## config.mk

```make
export PLATFORM = sky130hd
export DESIGN_NAME = mole_display_driver
export DESIGN_NICKNAME = d
export VERILOG_FILES = /design/src/rtl/wam_pkg.sv /design/src/rtl/led_scan_mux.sv /design/src/rtl/mole_display_driver.sv
export SDC_FILE = /design/constraint.sdc
export NUM_CORES = 1
export LEC_CHECK = 0
export CAP_MARGIN = 10
export CELL_PAD_IN_SITES_DETAIL_PLACEMENT = 0
export CELL_PAD_IN_SITES_GLOBAL_PLACEMENT = 1
export CORE_ASPECT_RATIO = 0.9
export CORE_MARGIN = 3
export CORE_UTILIZATION = 51
export DETAILED_ROUTE_END_ITERATION = 6
export GPL_TIMING_DRIVEN = 0
export PLACE_DENSITY_LB_ADDON = 0.1
export SYNTH_ARGS = -nofsm -noshare
export SYNTH_HDL_FRONTEND = slang
export SYNTH_SLANG_ARGS = --single-unit
```

## constraint.sdc

```tcl
create_clock -name clk -period 12.9 [get_ports clk]
set_clock_uncertainty 0.15 [all_clocks]
set_input_delay 2.58 -clock clk [delete_from_list [all_inputs] [get_ports clk]]
set_output_delay 2.58 -clock clk [all_outputs]
set_load 0.02 [all_outputs]
```

## src/rtl/wam_pkg.sv

```systemverilog
// Shared whack-a-mole definitions: grid geometry, slot state encoding and position helper.
// Used by both the mole display driver and the keypad controller.
package wam_pkg;

    localparam int GRID    = 3;
    localparam int NUM_POS = GRID * GRID;
    localparam int POS_W   = 4;

    typedef enum logic [1:0] {
        IDLE,
        ACTIVE,
        PEND
    } slot_state_e;

    function automatic logic [POS_W-1:0] pos(input logic [1:0] row, input logic [1:0] col);
        return POS_W'(GRID * int'(row) + int'(col));
    endfunction

endpackage

```

## src/rtl/led_scan_mux.sv

```systemverilog
// Column scanner for the 3x3 mole matrix: walks columns every SCAN_DIV clocks and
// registers the active-low row/column drive from a 9-bit position map.
module led_scan_mux
    import wam_pkg::*;
#(
    parameter int SCAN_DIV = 16667
) (
    input  logic               clk,
    input  logic               reset,
    input  logic [NUM_POS-1:0] map,
    output logic [GRID-1:0]    led_row,
    output logic [GRID-1:0]    led_col
);

    localparam int CNT_W = (SCAN_DIV > 1) ? $clog2(SCAN_DIV) : 1;

    logic [CNT_W-1:0] scan_cnt;
    logic [1:0]       col;
    logic [GRID-1:0]  row_next;

    // NOTE: every variable written in always_comb gets a default first so no latch is inferred.
    always_comb begin
        row_next = '1;
        for (int r = 0; r < GRID; r++) begin
            row_next[r] = ~map[pos(2'(r), col)];
        end
    end

    // NOTE: sequential state uses non-blocking assignments only, so all registers see pre-edge values.
    always_ff @(posedge clk or posedge reset) begin
        if (reset) begin
            scan_cnt <= '0;
            col      <= '0;
            led_col  <= 3'b110;
            led_row  <= '1;
        end else begin
            if (scan_cnt == CNT_W'(SCAN_DIV - 1)) begin
                scan_cnt <= '0;
                col      <= (col == 2'(GRID - 1)) ? 2'd0 : col + 2'd1;
            end else begin
                scan_cnt <= scan_cnt + CNT_W'(1);
            end
            led_col <= ~(GRID'(1) << col);
            led_row <= row_next;
        end
    end

endmodule

```

## src/rtl/mole_display_driver.sv

```systemverilog
// Whack-a-mole LED side: per-position mole slots with lifetime timers, hit/miss reporting
// and a scanned 3x3 matrix. Define MOLE_BLINK_EN to blink moles in their last quarter of life.
module mole_display_driver
    import wam_pkg::*;
#(
    parameter int TICK_DIV = 50000,
    parameter int SCAN_DIV = 16667,
    parameter int LIFE_W   = 12
) (
    input  logic               clk,
    input  logic               reset,
    input  logic               spawn_valid,
    output logic               spawn_ready,
    input  logic [POS_W-1:0]   spawn_pos,
    input  logic [LIFE_W-1:0]  spawn_life,
    input  logic               whack_valid,
    input  logic [POS_W-1:0]   whack_pos,
    output logic               hit,
    output logic               miss,
    output logic [POS_W-1:0]   event_pos,
    output logic [NUM_POS-1:0] active,
    output logic [GRID-1:0]    led_row,
    output logic [GRID-1:0]    led_col
);

    localparam int TICK_W = (TICK_DIV > 1) ? $clog2(TICK_DIV) : 1;

    slot_state_e        state [NUM_POS];
    logic [LIFE_W-1:0]  timer [NUM_POS];
    logic [TICK_W-1:0]  tick_cnt;
    logic               tick;
    logic [NUM_POS-1:0] spawn_sel;
    logic [NUM_POS-1:0] whack_sel;
    logic [NUM_POS-1:0] led_map;
    logic               hit_now;
    logic               spawn_fire;
    logic               miss_found;
    logic [POS_W-1:0]   miss_idx;
    logic [LIFE_W-1:0]  life_load;

    assign tick      = (tick_cnt == TICK_W'(TICK_DIV - 1));
    assign life_load = (spawn_life == '0) ? LIFE_W'(1) : spawn_life;

    always_comb begin
        spawn_sel  = '0;
        whack_sel  = '0;
        active     = '0;
        miss_found = 1'b0;
        miss_idx   = '0;
        for (int i = 0; i < NUM_POS; i++) begin
            spawn_sel[i] = (spawn_pos == POS_W'(i)) && (state[i] == IDLE);
            whack_sel[i] = whack_valid && (whack_pos == POS_W'(i)) && (state[i] == ACTIVE);
            active[i]    = (state[i] == ACTIVE);
        end
        // Descending scan leaves the lowest pending index selected.
        for (int i = NUM_POS - 1; i >= 0; i--) begin
            if (state[i] == PEND) begin
                miss_found = 1'b1;
                miss_idx   = POS_W'(i);
            end
        end
        hit_now     = |whack_sel;
        spawn_ready = |spawn_sel;
        spawn_fire  = spawn_valid && spawn_ready;
    end

    always_ff @(posedge clk or posedge reset) begin
        if (reset) begin
            tick_cnt  <= '0;
            hit       <= 1'b0;
            miss      <= 1'b0;
            event_pos <= '0;
            // NOTE: the slot arrays are small control state, so they are reset like any register.
            for (int i = 0; i < NUM_POS; i++) begin
                state[i] <= IDLE;
                timer[i] <= '0;
            end
        end else begin
            tick_cnt <= tick ? '0 : tick_cnt + TICK_W'(1);
            hit      <= hit_now;
            miss     <= !hit_now && miss_found;
            if (hit_now) begin
                event_pos <= whack_pos;
            end else if (miss_found) begin
                event_pos <= miss_idx;
            end
            for (int i = 0; i < NUM_POS; i++) begin
                case (state[i])
                    IDLE: begin
                        if (spawn_fire && spawn_sel[i]) begin
                            state[i] <= ACTIVE;
                            timer[i] <= life_load;
                        end
                    end
                    ACTIVE: begin
                        // A whack landing on the expiry tick still counts as a hit.
                        if (whack_sel[i]) begin
                            state[i] <= IDLE;
                            timer[i] <= '0;
                        end else if (tick) begin
                            timer[i] <= timer[i] - LIFE_W'(1);
                            if (timer[i] == LIFE_W'(1)) begin
                                state[i] <= PEND;
                            end
                        end
                    end
                    PEND: begin
                        if (!hit_now && miss_found && (miss_idx == POS_W'(i))) begin
                            state[i] <= IDLE;
                        end
                    end
                    default: state[i] <= IDLE;
                endcase
            end
        end
    end

`ifdef MOLE_BLINK_EN
    logic [LIFE_W-1:0] threshold [NUM_POS];
    logic [7:0]        blink_cnt;

    always_ff @(posedge clk or posedge reset) begin
        if (reset) begin
            blink_cnt <= '0;
            for (int i = 0; i < NUM_POS; i++) begin
                threshold[i] <= '0;
            end
        end else begin
            if (tick) begin
                blink_cnt <= blink_cnt + 8'd1;
            end
            for (int i = 0; i < NUM_POS; i++) begin
                if (spawn_fire && spawn_sel[i]) begin
                    threshold[i] <= spawn_life >> 2;
                end
            end
        end
    end

    // Bit 7 of the tick count flips every 128 ticks; the LED is dark in phase 1.
    always_comb begin
        led_map = '0;
        for (int i = 0; i < NUM_POS; i++) begin
            led_map[i] = active[i] && !((timer[i] < threshold[i]) && blink_cnt[7]);
        end
    end
`else
    assign led_map = active;
`endif

    led_scan_mux #(
        .SCAN_DIV (SCAN_DIV)
    ) u_scan (
        .clk     (clk),
        .reset   (reset),
        .map     (led_map),
        .led_row (led_row),
        .led_col (led_col)
    );

endmodule

```

* Yosys cells after proc, flatten, opt, wreduce, memory -nomap -nowiden
Cells that the tools add are included.
Word-level totals: output and inout port bits 22, word-level logic and storage cells 349, flip-flop bits (word level) 171
Operators by class: shifts and indexed selects 1, $lt $le $gt $ge 3, muxes and demuxes 120, add/sub/neg operators 14, bitwise logic cells 4, eq/ne operators 90, reductions and logical operators 91
Operators with widths (count):
- $mux 12 | 28
- $pmux 12 s2 | 9
- $eq 12x1->1 const B | 9
- $sub 12x1->12 const B | 9
- $mux 2 | 46
- $ne 3x3->1 const B | 18
- $pmux 2 s3 | 9
- $eq 4x3->1 const B | 12
- $logic_and 1x1->1 | 47
- $mux 4 | 11
- $ne 2x1->1 const B | 18
- $reduce_and 4->1 | 9
- $reduce_and 3->1 | 9
- $eq 4x2->1 const B | 6
- $eq 2x2->1 const B | 10
- $reduce_bool 2->1 | 10
- $eq 2x1->1 const B | 9
- $logic_not 2->1 | 9
- $reduce_or 9->1 | 2
- $add 16x1->16 const B | 1
- $eq 16x16->1 const B | 1
- $mux 16 | 1
- $add 15x1->15 const B | 1
- $eq 15x15->1 const B | 1
- 17 further kinds | 38

* Logic depth before layout (Yosys ltp)
Gate-level depths: netlist (run 1).
depth after elaboration 14, depth in mapped cells 8, mapped depth without buffers 7

* By module
A second synthesis (run 1) with hierarchy kept.
Unflattened totals: cells, all modules 1218, area, all modules 10396.2 um^2
Modules (own cells, without submodules):
- mole_display_driver | area each 9268.9 um^2, cells each 1121, times used 1, sequential area each 3703.6 um^2
- led_scan_mux | area each 1127.3 um^2, cells each 97, times used 1, sequential area each 581.8 um^2

* Worst setup path after synthesis (run 1)
No wires, ideal clock.
path kind input to output, start in spawn_pos[2], end out spawn_ready, stages on the path 6, setup slack 6.400 ns, arrival time 3.770 ns, required time 10.170 ns, path through nor2b_1 > clkbuf_1 > and3_1 > a31oi_1 > nand4_1 > or4_1
Between the ends: cells in the longest elaborated chain, start to end 3, elaborated cells between the ends (all ways) 19
Ends and longest elaborated chain:
- start, declared | line mole_display_driver.sv:14 | input logic [POS_W-1:0] spawn_pos,
- $eq 4x1->1 (tied with other cells) | line mole_display_driver.sv:51 | spawn_sel[i] = (spawn_pos == POS_W'(i)) && (state[i] == IDLE);
- $logic_and 1x1->1 | line mole_display_driver.sv:51
- $reduce_or 9->1 (*) | line mole_display_driver.sv:63 | spawn_ready = |spawn_sel;
- end, declared | line mole_display_driver.sv:13 | output logic spawn_ready,
Every way passes the cells marked *; elsewhere a longest branch is shown, timed or not.

* Final worst setup path (run 1)
Ends and elaborated chain as after synthesis.

==> results of run 1 <==
## per-layer routing
metal,vias to the layer above,routed length (um),part of all wire [%]
met4,0,1081,3.2
met5,-,0,0
met2,481,14690,44
met3,84,3021,9.0
li1,4535,-,-
met1,4847,14950,44
## area by class of cell
cell class | count | area [sq um]
Sequential cell | 171 | 4285
Clock inverter | 14 | 207.7
Inverter | 54 | 210.2
Tap cell | 250 | 312.8
Timing Repair Buffer | 38 | 399.1
Clock buffer | 18 | 429.2
Multi-Input combinational cell | 885 | 5433
Buffer | 62 | 239.0
Fill cell | 1749 | 7823
## power breakdown
| part | internal (W) | switching (W) | leakage, nW |
|---|---|---|---|
| Sequential | 0.000703 | 0.000158 | 2.17 |
| Clock | 0.000329 | 0.000241 | 0.304 |
| Combinational | 0.000315 | 0.000563 | 2.22 |
## critical path: cells and delay by family
kind	cells	cell delay, ns
AOI/OAI and AO/OA	1	0.17
and+or+nand+nor	4	1.04
buffers and inverters	3	1.35
## registers in the layout, indices dropped and copies added, names as in the netlist
| signal | flops |
|---|---|
| miss | 1 |
| state | 18 |
| tick_cnt | 16 |
| event_pos | 4 |
| u_scan.led_row | 3 |
| hit | 1 |
| u_scan.col | 2 |
| u_scan.scan_cnt | 15 |
| timer | 108 |
| u_scan.led_col | 3 |
## cells in the final DEF (no fill, tap or decap), types with 13 or more instances in the layout
cell                                n
sky130_fd_sc_hd__o22ai_1           30
sky130_fd_sc_hd__nand2_1           61
sky130_fd_sc_hd__or4_1             13
sky130_fd_sc_hd__o21ai_0          154
sky130_fd_sc_hd__nor4_1            28
sky130_fd_sc_hd__nor2_1           105
sky130_fd_sc_hd__clkbuf_16         17
sky130_fd_sc_hd__a21oi_1           77
sky130_fd_sc_hd__ha_1              26
sky130_fd_sc_hd__a32oi_1           21
sky130_fd_sc_hd__nand3_1           24
sky130_fd_sc_hd__a31oi_1           46
sky130_fd_sc_hd__nor3_1            38
sky130_fd_sc_hd__clkbuf_1          56
sky130_fd_sc_hd__dfrtp_1          166
sky130_fd_sc_hd__clkdlybuf4s50_1   36
sky130_fd_sc_hd__nor2b_1           14
sky130_fd_sc_hd__nand2b_1          23
sky130_fd_sc_hd__xnor2_1           16
sky130_fd_sc_hd__inv_1             52
sky130_fd_sc_hd__a22oi_1           34
## kinds of logic after synthesis
family / after synthesis / share of synthesized area [%]
AO/OA/AOI/OAI: 443 / 26.80
multiplexers: 8 / 1.306
XOR/XNOR: 26 / 2.243
adder cells (fa/ha/maj): 26 / 3.204
flip-flops: 171 / 42.21
AND/OR/NAND/NOR: 382 / 19.89
buffers and inverters: 116 / 4.350
## metrics by stage
step,total power [W],cells
3_3_place_gp,0.001706,1458
3_5_place_dp,0.001715,1460
5_1_grt,0.002453,1492
4_1_cts,0.002288,1492
2_1_floorplan,0.001444,1172
6_report,0.002309,1492
## how the worst max path moves through the flow
stage | end | slack, ns | cells after the start | from
floorplan | event_pos[0]$_DFFE_PP0P_ | 5.55 | 1 | reset
CTS | spawn_ready | 5.04 | 8 | spawn_pos[2]
global placement | timer[86]$_DFFE_PP0P_ | 3.06 | 2 | reset
finish | spawn_ready | 5.04 | 8 | spawn_pos[2]
global route | spawn_ready | 4.95 | 8 | spawn_pos[2]
detailed placement | spawn_ready | 5.05 | 8 | spawn_pos[2]
==> impl_results.rst, run 1 <==
.. list-table::
   :header-rows: 1

   * - Metric
     - Value
   * - Total of warnings raised by yosys
     - 0
   * - Beginning of the worst hold path
     - u_scan.scan_cnt[0]$_DFF_PP0_
   * - Reg-to-Reg Start
     - tick_cnt[13]$_DFF_PP0_
   * - HPWL reported at the end of detailed placement
     - 22780 um
   * - Critical path data required time
     - 10.17 ns
   * - Clock Path Buffers
     - 2
   * - DRC violation total after the first TritonRoute iteration
     - 930
   * - Most repeated cell in the gate-level netlist after synthesis
     - sky130_fd_sc_hd__dfrtp_1
   * - Count of cells resized by post-cts repair
     - 0
   * - Wire length per cell
     - 22.61 um
   * - M2 GR Usage
     - 46.05%
   * - Area growth from synthesis to layout
     - 13.42%
   * - WHS Path Cells
     - 1
   * - Peak supply drop
     - 0.00009545 V
   * - Number of buffers added for setup after CTS
     - 0
   * - Setup violators final
     - 0
   * - Total Routed Length
     - 33740 um
   * - Slowest Stage Delay on Critical Path
     - 0.59 ns
   * - Max capacitance violation total
     - 0
   * - Number of hold violations in the final report
     - 0
   * - Post-Syn Nets
     - 1222
   * - Worst setup EP type
     - primary output
   * - Num CTS Buffers
     - 17
   * - Top cell types by occurrence after synthesis
     - sky130_fd_sc_hd__dfrtp_1, sky130_fd_sc_hd__o21ai_0, sky130_fd_sc_hd__nor2_1
   * - Clock tree from TritonCTS
     - done
   * - Pin count of the biggest net entering global routing
     - 107
   * - Total number of nets in the final design
     - 1279
   * - DR vias
     - 9947
   * - Maximum fanout along the worst path
     - 10
   * - Number of H-tree levels
     - 4
   * - Post-route fraction of the period consumed by the critical path
     - 60.97%
   * - DP Worst Slack
     - 5.046 ns
   * - Status
     - complete, no violations
   * - Async set or reset register ratio after synthesis
     - 100.0%
   * - Clock slew at reported path FFs
     - 0.07 ns
   * - Synthesized area
     - 10150 sq um
   * - Dominant synthesized flop cell
     - sky130_fd_sc_hd__dfrtp_1
   * - Most Used Layer, Global Route
     - met2
   * - Unrepaired setup endpoints after global routing
     - false
   * - First-pass detailed-route iteration total
     - 7
   * - Cell area after placement
     - 10880 sq um
   * - Ratio of cells with drive above 1 in the final layout
     - 4.589%
   * - Largest cells by area after synthesis
     - sky130_fd_sc_hd__dfrtp_1, sky130_fd_sc_hd__o21ai_0, sky130_fd_sc_hd__nor2_1, sky130_fd_sc_hd__a21oi_1, sky130_fd_sc_hd__ha_1
   * - Final setup TNS
     - 0 ns
   * - Worst reg2reg path endpoint
     - timer[69]$_DFFE_PP0P_
   * - Quantity of hold-fixing buffers added after cts
     - 0
   * - Power per unit of standard cell area
     - 200.5 nW/um^2
   * - Post-Syn Instances
     - 1172
   * - Placeable core area
     - 19340 sq um
   * - Area of all placed cells without fillers
     - 11520 sq um
   * - Wire length of the first global-routing pass
     - 53020 um
   * - Average vias per placed instance
     - 6.667
   * - Antenna Violating Nets Remaining
     - 0
   * - Area share of the largest cell type after synthesis
     - 40.91%
   * - Initial Util
     - 52.50%
   * - Total Die Area
     - 21640 sq um
   * - Worst Max-Slew Pin Slew
     - 1.280 ns
   * - Via count of the first global-routing pass
     - 9337
   * - Start-to-end type of the worst setup path
     - in -> out
   * - Slowest stage cell on the critical path
     - sky130_fd_sc_hd__clkdlybuf4s50_1
   * - Number of DRC violations after detailed routing
     - 0
   * - Initial antenna violation count
     - 0
   * - Final core area utilization
     - 59.55%
   * - Post-synth EDFFs
     - 0
   * - Total count of max-transition violations in the final report
     - 0
   * - Minimum clock period after layout
     - 7.865 ns
   * - Number of cells on the worst reg-to-reg path
     - 6
   * - Master cell of the clock root buffer
     - sky130_fd_sc_hd__clkbuf_16
   * - Port buffer count
     - 36
   * - Number of antenna repair diodes
     - 0
   * - Relative max-transition margin
     - 14.47%
   * - Reg2reg setup slack
     - 9.19 ns
   * - Clk sinks
     - 171
   * - Endpoint with the worst hold slack
     - u_scan.scan_cnt[0]$_DFF_PP0_
   * - Seq cells post-synth
     - 171
   * - Startpoint type of the worst setup path
     - primary input
   * - Cell type contributing the most total cell area after synthesis
     - sky130_fd_sc_hd__dfrtp_1
   * - RD Place Congestion
     - 0.9267
   * - Seq/Total Area, Yosys
     - 42.21%
   * - Met3 GRT Util
     - 7.058%
   * - # rows
     - 48
   * - Static Leakage
     - 4.685 nW
   * - Overflow left after global routing
     - 0
   * - Critical path data arrival time
     - 5.13 ns
   * - Class of the tightest hold or removal check
     - reg -> reg
   * - GR Layer Usage met1
     - 44.68%
   * - Crit path cell chain
     - clkdlybuf4s50_1 -> nor2b_1 -> clkbuf_1 -> and3_1 -> a31oi_1 -> nand4_1 -> or4_1 -> clkdlybuf4s50_1
   * - Unique cell type count in the Yosys netlist
     - 67
   * - Worst-Skew Late Latency
     - 0.44 ns
   * - Post-synthesis area per instance
     - 8.663 sq um
   * - Tightest hold margin
     - 0.3345 ns
   * - Cell type with the highest occurrence count on the critical path
     - sky130_fd_sc_hd__clkdlybuf4s50_1
   * - Width of the die
     - 154.7 um
   * - Timing-limited maximum frequency
     - 127.2 MHz
   * - Worst Setup Slack, final
     - 5.035 ns
   * - Die height
     - 139.9 um
   * - Total I/O pin count
     - 46
   * - Overall Global Routing Usage
     - 31.09%
(Power assumes the default switching activity.)
==> run 2: changes to the inputs <==
--- a/config.mk
+++ b/config.mk
@@ -10,7 +10,7 @@
 export CELL_PAD_IN_SITES_GLOBAL_PLACEMENT = 1
 export CORE_ASPECT_RATIO = 0.9
 export CORE_MARGIN = 3
-export CORE_UTILIZATION = 51
+export CORE_UTILIZATION = 43
 export DETAILED_ROUTE_END_ITERATION = 6
 export GPL_TIMING_DRIVEN = 0
 export PLACE_DENSITY_LB_ADDON = 0.1
==> constraint.sdc (replaced) <==
create_clock -name clk -period 7.1 [get_ports clk]
set_clock_uncertainty 0.15 [all_clocks]
set_input_delay 1.42 -clock clk [delete_from_list [all_inputs] [get_ports clk]]
set_output_delay 1.42 -clock clk [all_outputs]
set_load 0.02 [all_outputs]
==> run 2 against run 1 <==
  * Non-clock buffer count is 1 higher
  * Critical endpoint unchanged
  * Clock power rose by 96%
  * Utilization shrank 8.6 points
  * Combinational power rose by 82%
  * First-iteration DRC count rose by 25%
  * Critical path type unchanged
  * Wire length up 4.6%
==> impl_results.rst, run 2 (synthesis results as in run 1) <==
.. list-table::
   :header-rows: 1

   * - Metric
     - Value
   * - Clock Path Buffers
     - 2
   * - RD Place Congestion
     - 0.9428
   * - Wire length of the first global-routing pass
     - 55420 um
   * - Average vias per placed instance
     - 6.461
   * - Pin count of the biggest net entering global routing
     - 119
   * - Worst-Skew Late Latency
     - 0.43 ns
   * - Final setup TNS
     - 0 ns
   * - Largest registers ranked by flip-flop count
     - timer (108), state (18), tick_cnt (16)
   * - Critical path buffer and inverter count
     - 3
   * - DR vias
     - 9944
   * - Master cell of the clock root buffer
     - sky130_fd_sc_hd__clkbuf_16
   * - Ratio of cells with drive above 1 in the final layout
     - 4.670%
   * - Critical path data arrival time
     - 3.92 ns
   * - Clock tree from TritonCTS
     - done
   * - Total I/O pin count
     - 46
   * - Max capacitance violation total
     - 0
   * - Slowest stage cell on the critical path
     - sky130_fd_sc_hd__clkdlybuf4s50_1
   * - Area of all placed cells without fillers
     - 11640 sq um
   * - Number of hold violations in the final report
     - 0
   * - Via count of the first global-routing pass
     - 9479
   * - Static Leakage
     - 4.721 nW
   * - Maximum fanout along the worst path
     - 10
   * - Leading cell type in the layout, fill and taps excluded
     - sky130_fd_sc_hd__dfrtp_1
   * - Status
     - complete, no violations
   * - Class of the tightest hold or removal check
     - reg -> reg
   * - Crit path cell chain
     - clkdlybuf4s50_1 -> nor2b_1 -> clkbuf_1 -> and3_1 -> a31oi_1 -> nand4_1 -> or4_1 -> clkdlybuf4s50_1
   * - Start-to-end type of the worst setup path
     - in -> out
   * - Total number of nets in the final design
     - 1280
   * - PnR Total Power
     - 0.004283 W
   * - Unrepaired setup endpoints after global routing
     - false
   * - DRC violation total after the first TritonRoute iteration
     - 1165
   * - Antenna Violating Nets Remaining
     - 0
   * - Clk sinks
     - 171
   * - Count of cells resized by post-cts repair
     - 0
   * - Worst Max-Slew Pin Slew
     - 1.175 ns
   * - Setup violators final
     - 0
   * - Area growth from synthesis to layout
     - 14.60%
   * - Cell type with the highest occurrence count on the critical path
     - sky130_fd_sc_hd__clkdlybuf4s50_1
   * - Slowest Stage Delay on Critical Path
     - 0.57 ns
   * - Overflow left after global routing
     - 0
   * - Number of H-tree levels
     - 4
   * - Peak supply drop
     - 0.0001808 V
   * - Power per unit of standard cell area
     - 368.1 nW/um^2
   * - Die height
     - 151.8 um
   * - Number of antenna repair diodes
     - 0
   * - Kind of cell with the highest combined delay on the critical path
     - buffers and inverters
   * - Leading cell types in the layout, fill and taps excluded
     - sky130_fd_sc_hd__dfrtp_1, sky130_fd_sc_hd__o21ai_0, sky130_fd_sc_hd__nor2_1, sky130_fd_sc_hd__a21oi_1, sky130_fd_sc_hd__nand2_1
   * - Start point of the critical path
     - spawn_pos[2]
   * - Beginning of the worst hold path
     - u_scan.scan_cnt[14]$_DFF_PP0_
   * - # rows
     - 52
   * - Minimum clock period after layout
     - 5.489 ns
   * - Width of the die
     - 168.0 um
   * - Total count of max-transition violations in the final report
     - 0
   * - Initial antenna violation count
     - 0
   * - Filler Cells Inserted
     - 2148
   * - Reg-to-Reg Start
     - tick_cnt[13]$_DFF_PP0_
   * - Relative max-transition margin
     - 20.99%
   * - Placeable core area
     - 22840 sq um
   * - Port buffer count
     - 36
   * - Number of DRC violations after detailed routing
     - 0
   * - HPWL reported at the end of detailed placement
     - 23960 um
   * - Final core area utilization
     - 50.95%
   * - Number of buffers added for setup after CTS
     - 0
   * - Initial Util
     - 44.46%
   * - Worst setup EP type
     - primary output
   * - First-pass detailed-route iteration total
     - 7
   * - Clock slew at reported path FFs
     - 0.07 ns
   * - Overall Global Routing Usage
     - 27.89%
   * - Tightest hold margin
     - 0.3374 ns
   * - Number of flip-flops in the largest register
     - 108
   * - Num CTS Buffers
     - 17
   * - Critical path data required time
     - 5.53 ns
   * - Total Die Area
     - 25500 sq um
   * - Startpoint type of the worst setup path
     - primary input
   * - Quantity of hold-fixing buffers added after cts
     - 0
   * - Cell area after placement
     - 10950 sq um
   * - Wire length per cell
     - 22.93 um
   * - Total Routed Length
     - 35290 um
   * - Post-route fraction of the period consumed by the critical path
     - 77.31%
   * - Timing-limited maximum frequency
     - 182.2 MHz
   * - Register with the most flip-flops
     - timer
[run 2: cell count changes in the layout (fill, tap and decap cells not counted)]
cell | before | now
sky130_fd_sc_hd__buf_4 | 0 | 1
sky130_fd_sc_hd__inv_6 | 4 | 3
sky130_fd_sc_hd__clkbuf_8 | 0 | 2
sky130_fd_sc_hd__clkinvlp_4 | 2 | 1
sky130_fd_sc_hd__bufinv_16 | 4 | 6
sky130_fd_sc_hd__clkinv_4 | 3 | 1
sky130_fd_sc_hd__buf_8 | 0 | 1
sky130_fd_sc_hd__clkbuf_1 | 56 | 55
sky130_fd_sc_hd__buf_6 | 1 | 0
[run 2: area by class of cell]
class	instances	area, sq um	area share [%]
repair buffers	39	410.4	3.527
plain buffers	62	239.0	2.054
clock buffers	19	452.9	3.892
multi-input cells	885	5433	46.69
flip-flops and latches	171	4285	36.83
inverters	54	210.2	1.806
well taps	297	371.6	3.194
clock inverters	12	234.0	2.011
[run 2: report_power, final]
group / internal (W) / switching (W) / total (W)
Sequential: 0.00128 / 0.000289 / 0.00157
Combinational: 0.000573 / 0.00103 / 0.00160
Clock: 0.000685 / 0.000430 / 0.00112
Total: 0.00254 / 0.00175 / 0.00428
[run 2: worst paths after layout]
path | endpoint | slack [ns] | cells past startpoint
hold reg to reg | u_scan.scan_cnt[14]$_DFF_PP0_ | 0.34 | 1
min in group asynchronous | timer[8]$_DFFE_PP0P_ | 1.23 | 2
setup / recovery | spawn_ready | 1.61 | 8
setup reg to reg | timer[46]$_DFFE_PP0P_ | 3.50 | 7
hold / removal | u_scan.scan_cnt[14]$_DFF_PP0_ | 0.34 | 1
max in group asynchronous | timer[78]$_DFFE_PP0P_ | 4.63 | 3
[run 2: through the flow]
stage	cells	setup WS, ns
floorplan	1172	0.9065
global placement	1505	-1.763
detailed placement	1508	1.606
CTS	1539	1.605
global route	1539	1.506
finish	1539	1.611
[run 2: per-layer routing]
metal / global-route usage, % / up-vias / routed length, um
met5: 0 / - / 0
met4: 7.444 / 0 / 752
met3: 4.721 / 39 / 2717
met2: 42.50 / 473 / 15670
met1: 41.24 / 4905 / 16160
li1: - / 4527 / -
==> run 3: changes to the inputs <==
--- a/config.mk
+++ b/config.mk
@@ -10,7 +10,7 @@
 export CELL_PAD_IN_SITES_GLOBAL_PLACEMENT = 1
 export CORE_ASPECT_RATIO = 0.9
 export CORE_MARGIN = 3
-export CORE_UTILIZATION = 43
+export CORE_UTILIZATION = 47
 export DETAILED_ROUTE_END_ITERATION = 6
 export GPL_TIMING_DRIVEN = 0
 export PLACE_DENSITY_LB_ADDON = 0.1
==> constraint.sdc (replaced) <==
create_clock -name clk -period 5.7 [get_ports clk]
set_clock_uncertainty 0.15 [all_clocks]
set_input_delay 1.14 -clock clk [delete_from_list [all_inputs] [get_ports clk]]
set_output_delay 1.14 -clock clk [all_outputs]
set_load 0.02 [all_outputs]
==> run 3 against run 2 <==
  * Via count down 0.26%
  * Sequential share of layout area up 0.37 points
  * Global-route usage up 1.5 points
  * Non-clock buffer count up 3
  * Worst hold slack better by 0.0016 ns
  * Sequential power up 24%
  * Setup slack worse by 0.95 ns
  * Critical path depth unchanged
  * Clock-buffer cell count unchanged
  * Final cell count down 0.45%
  * Largest cell class unchanged
  * Largest power group unchanged
==> impl_results.rst, run 3 (synthesis results as in run 1) <==
.. list-table::
   :header-rows: 1

   * - Metric
     - Value
   * - Final setup TNS
     - 0 ns
   * - Die height
     - 145.4 um
   * - Clock slew at reported path FFs
     - 0.07 ns
   * - DR vias
     - 9918
   * - # rows
     - 50
   * - Post-route fraction of the period consumed by the critical path
     - 88.36%
   * - Wire length per cell
     - 22.51 um
   * - Power per unit of standard cell area
     - 439.8 nW/um^2
   * - Routed length on met2
     - 15360 um
   * - End of the critical path
     - spawn_ready
   * - Reg-to-Reg Start
     - tick_cnt[13]$_DFF_PP0_
   * - Number of cells on the worst reg-to-reg path
     - 6
   * - Area growth from synthesis to layout
     - 13.46%
   * - Final core area utilization
     - 54.80%
   * - Worst setup EP type
     - primary output
   * - Total number of nets in the final design
     - 1283
   * - Class of the tightest hold or removal check
     - reg -> reg
   * - Number of hold violations in the final report
     - 0
   * - Start-to-end type of the worst setup path
     - in -> out
   * - Pin count of the biggest net entering global routing
     - 44
   * - Quantity of hold-fixing buffers added after cts
     - 0
   * - Static Leakage
     - 4.662 nW
   * - Setup violators final
     - 0
   * - Leading cell type in the layout, fill and taps excluded
     - sky130_fd_sc_hd__dfrtp_1
   * - Startpoint type of the worst setup path
     - primary input
   * - Number of H-tree levels
     - 4
   * - Worst Max-Slew Pin Slew
     - 1.213 ns
   * - Critical path data arrival time
     - 3.75 ns
   * - Leading cell types in the layout, fill and taps excluded
     - sky130_fd_sc_hd__dfrtp_1, sky130_fd_sc_hd__o21ai_0, sky130_fd_sc_hd__nor2_1, sky130_fd_sc_hd__a21oi_1, sky130_fd_sc_hd__nand2_1
   * - Antenna Violating Nets Remaining
     - 0
   * - Crit path cell chain
     - clkdlybuf4s50_1 -> nor2b_1 -> clkbuf_1 -> and3_1 -> a31oi_1 -> nand4_1 -> or4_1 -> clkdlybuf4s50_1
   * - Clock Path Buffers
     - 2
   * - First-pass detailed-route iteration total
     - 7
   * - Tightest hold margin
     - 0.3390 ns
   * - Number of flip-flops in the largest register
     - 108
   * - Unrepaired setup endpoints after global routing
     - false
   * - HPWL reported at the end of detailed placement
     - 23850 um
   * - Start point of the critical path
     - spawn_pos[2]
   * - DRC violation total after the first TritonRoute iteration
     - 945
   * - Slowest stage cell on the critical path
     - sky130_fd_sc_hd__clkdlybuf4s50_1
   * - Total I/O pin count
     - 46
   * - Worst reg2reg path endpoint
     - timer[71]$_DFFE_PP0P_
   * - Number of DRC violations after detailed routing
     - 0
   * - Critical path data required time
     - 4.41 ns
   * - Port buffer count
     - 36
   * - Overflow left after global routing
     - 0
   * - Area of all placed cells without fillers
     - 11520 sq um
   * - Maximum fanout along the worst path
     - 10
   * - Master cell of the clock root buffer
     - sky130_fd_sc_hd__clkbuf_16
   * - Reg2reg setup slack
     - 2.02 ns
   * - Overall Global Routing Usage
     - 29.34%
   * - Initial antenna violation count
     - 0
   * - DRT met1 WL
     - 15430 um
   * - Clock tree from TritonCTS
     - done
   * - Filler Cells Inserted
     - 2038
   * - Cell area after placement
     - 10970 sq um
   * - Highest metal layer with signal wires
     - met4
   * - Timing-limited maximum frequency
     - 198.5 MHz
   * - Clk sinks
     - 171
   * - Initial Util
     - 48.30%
   * - Slowest Stage Delay on Critical Path
     - 0.58 ns
   * - Average vias per placed instance
     - 6.474
   * - Area occupied by multi-input gates
     - 5433 sq um
   * - Total Routed Length
     - 34490 um
   * - Via count of the first global-routing pass
     - 9266
   * - Met3 wire length
     - 2813 um
   * - Relative max-transition margin
     - 18.49%
   * - Placeable core area
     - 21020 sq um
   * - Minimum clock period after layout
     - 5.037 ns
   * - Register with the most flip-flops
     - timer
   * - Cell type with the highest occurrence count on the critical path
     - sky130_fd_sc_hd__clkdlybuf4s50_1
   * - Number of antenna repair diodes
     - 0
   * - Largest registers ranked by flip-flop count
     - timer (108), state (18), tick_cnt (16)
   * - Count of cells resized by post-cts repair
     - 0
   * - Max capacitance violation total
     - 0
   * - Number of buffers added for setup after CTS
     - 0
   * - Status
     - complete, no violations
   * - Ratio of cells with drive above 1 in the final layout
     - 4.815%
   * - Register area
     - 4285 sq um
   * - Worst-Skew Late Latency
     - 0.44 ns
   * - RD Place Congestion
     - 0.8960
   * - Peak supply drop
     - 0.0001936 V
   * - Num CTS Buffers
     - 17
   * - Wire length of the first global-routing pass
     - 54220 um
   * - Width of the die
     - 160.9 um
   * - Total Die Area
     - 23400 sq um
   * - Total count of max-transition violations in the final report
     - 0
==> run 3: cell count changes in the layout (fill, tap and decap cells not counted), sizes merged <==
cell	delta
clkbuf	+1
clkinvlp	+3
bufinv	-6
buf	+2
clkinv	+3
inv	+1
==> run 3: worst min path at each step <==
stage,startpoint,end,slack [ns],cells past startpoint
final,tick_cnt[0]$_DFF_PP0_,tick_cnt[0]$_DFF_PP0_,0.34,1
after global routing,u_scan.scan_cnt[14]$_DFF_PP0_,u_scan.scan_cnt[14]$_DFF_PP0_,0.36,1
after CTS,tick_cnt[0]$_DFF_PP0_,tick_cnt[0]$_DFF_PP0_,0.34,1
after detailed placement,tick_cnt[0]$_DFF_PP0_,tick_cnt[0]$_DFF_PP0_,0.33,1
after global placement,u_scan.scan_cnt[14]$_DFF_PP0_,u_scan.scan_cnt[14]$_DFF_PP0_,0.32,1
after floorplan,tick_cnt[12]$_DFF_PP0_,tick_cnt[12]$_DFF_PP0_,0.30,1
==> run 3: worst max-delay path, delay by kind of cell <==
| family | cells | cell delay [ns] |
|---|---|---|
| AOI/OAI and AO/OA | 1 | 0.19 |
| buffers and inverters | 3 | 1.36 |
| and+or+nand+nor | 4 | 1.05 |
==> run 3: per-stage QoR <==
| stage | setup slack (ns) | total power [W] | cells |
|---|---|---|---|
| after global routing | 0.6172 | 0.005424 | 1532 |
| after floorplan | 2.080 | 0.003268 | 1172 |
| after CTS | 0.7005 | 0.005025 | 1531 |
| after global placement | 0.6682 | 0.003876 | 1494 |
| after detailed placement | 0.7100 | 0.003900 | 1499 |
| final | 0.6635 | 0.005066 | 1532 |
==> run 3: report_power, final <==
part	total (W)	internal, W	switching, W
Clock	0.00113	0.000569	0.000557
Combinational	0.00199	0.000719	0.00127
Sequential	0.00195	0.00159	0.000358
Total	0.00507	0.00288	0.00219
==> run 3: routing by layer <==
metal / GRT usage, % / vias up
li1: - / 4544
met2: 43.45 / 412
met5: 0 / -
met1: 43.05 / 4899
met3: 6.574 / 63
met4: 8.774 / 0
==> run 3: cell type report <==
cell class / count / share of cell area [%]
Timing Repair Buffer: 42 / 3.964
Buffer: 62 / 2.075
Clock inverter: 13 / 0.9449
Clock buffer: 19 / 3.758
Multi-Input combinational cell: 885 / 47.16
Tap cell: 286 / 3.106
Inverter: 54 / 1.792
Sequential cell: 171 / 37.20
==> RTL edit: new RTL, settings of run 1 <==
The option `MOLE_BLINK_EN` is turned on by a define.
--- a/src/rtl/mole_display_driver.sv
+++ b/src/rtl/mole_display_driver.sv
@@ -1,4 +1,6 @@
 // Whack-a-mole LED side: per-position mole slots with lifetime timers, hit/miss reporting
 // and a scanned 3x3 matrix. Define MOLE_BLINK_EN to blink moles in their last quarter of life.
+`define MOLE_BLINK_EN
+
 module mole_display_driver
     import wam_pkg::*;
Behaviour: no difference found for any inputs over 4 cycles, from zero or initial values and one cycle with reset high; that may be too few to reach the edited logic, so the function may still have changed.
==> RTL edit against run 1 <==
  * Sequential cell count is 98 higher
  * Wire length is 43% higher
  * Worst setup slack better by 0.10 ns
  * Final area is 55% higher
  * Synthesized area is 56% higher
  * Worst hold slack worse by 0.024 ns
  * Power is 59% higher
  * Critical path type unchanged
  * Largest cell class unchanged
==> RTL edit: results (changes against run 1) <==
* Status: completed (unchanged)
* Arr. time, crit path at 5.03 ns (was 5.13 ns)
* Vias in the first global route at 13108 (was 9337)
* Overall Global Routing Usage at 29.0% (was 31.1%)
* First-pass GRT wire length at 75900 um (was 53000 um)
* Leakage power at 7.89 nW (was 4.69 nW)
* HPWL after DPL at 33600 um (was 22800 um)
* Leading post-synthesis cells by cell area: dfrtp_1 42%, ha_1 8.5%, mux2_2 5.4% (was dfrtp_1 41%, o21ai_0 7.6%, nor2_1 3.9%)
* Share of layout cells above drive strength 1 at 10.9% (was 4.59%)
* Relative slew margins at 19.5% (was 14.5%)
* Reg-to-reg setup timing slack at 9.85 ns (was 9.19 ns)
* Pin count of the biggest net entering global routing at 126 (was 107)
* Layout Nets at 1950 (was 1279)
* RR Startpoint: tick_cnt[0]$_DFF_PP0_ (was tick_cnt[13]$_DFF_PP0_)
* Worst-case clock buffer depth at 3 (was 2)
* DR vias/cell at 6.17 (was 6.67)
* WHS Endpoint: tick_cnt[0]$_DFF_PP0_ (was u_scan.scan_cnt[0]$_DFF_PP0_)
* Synth unique cells at 88 (was 67)
* Port bufs at 34 (was 36)
* CP startpoint: spawn_pos[3] (was spawn_pos[2])
* CTS Buf Count at 30 (was 17)
* Syn nets at 1881 (was 1222)
* Sequential-to-total area share from yosys stat at 42.4% (was 42.2%)
* Final GP Congestion at 0.941 (was 0.927)
* H-tree Lvls at 1 (was 4)
RTL edit: layout make-up:
type | count | area share [%]
multi-input cells | 1265 | 46.4
flip-flops and latches | 269 | 37.7
clock buffers | 41 | 4.83
well taps | 403 | 2.82
inverters | 132 | 2.81
repair buffers | 37 | 2.27
plain buffers | 83 | 2.08
clock inverters | 15 | 1.14
RTL edit: cells by family (layout without fill, tap and decap cells):
group,count (synthesis),after routing,share of synthesized area (%)
AND/OR/NAND/NOR,533,533,17.1
AO/OA/AOI/OAI,513,513,19.1
flip-flops,269,269,42.4
buffers and inverters,215,308,5.46
adder cells (fa/ha/maj),108,108,8.51
multiplexers,78,78,5.59
XOR/XNOR,33,33,1.82
RTL edit: worst reg2reg max path, cell delays in order, from the launching register on:
cell	delay, ns
dfrtp_1	0.37
ha_1	0.19
and3_1	0.16
clkbuf_1	0.21
nand4_1	0.69
buf_2	0.51
a21oi_1	0.46
nor2_1	0.08
a21oi_1	0.14
RTL edit: how the worst max path moves through the flow:
stage                                endpoint  cells after the start
floorplan            blink_cnt[0]$_DFFE_PP0N_                      1
global placement    threshold[15]$_DFFE_PP0P_                      2
detailed placement                spawn_ready                      7
CTS                               spawn_ready                      7
global route                      spawn_ready                      7
finish                            spawn_ready                      7
RTL edit: per-stage QoR:
stage,area (sq um),instances
global route,17900,2245
CTS,17900,2245
floorplan,15900,1749
global placement,16700,2186
finish,17900,2245
detailed placement,16800,2189
RTL edit: where the power goes:
group | internal (mW) | switching, mW
Sequential | 1.10 | 0.272
Combinational | 0.551 | 0.825
Clock | 0.566 | 0.365
Total | 2.22 | 1.46
RTL edit: routing by layer:
| metal | up-vias | wire length [um] | track usage (%) | part of all wire [%] |
|---|---|---|---|---|
| met5 | - | 0 | 0 | 0 |
| met3 | 97 | 3390 | 4.77 | 7.0 |
| met1 | 6776 | 22200 | 43.3 | 46 |
| met2 | 540 | 21100 | 43.3 | 44 |
| li1 | 6430 | - | - | - |
| met4 | 0 | 1570 | 8.38 | 3.3 |
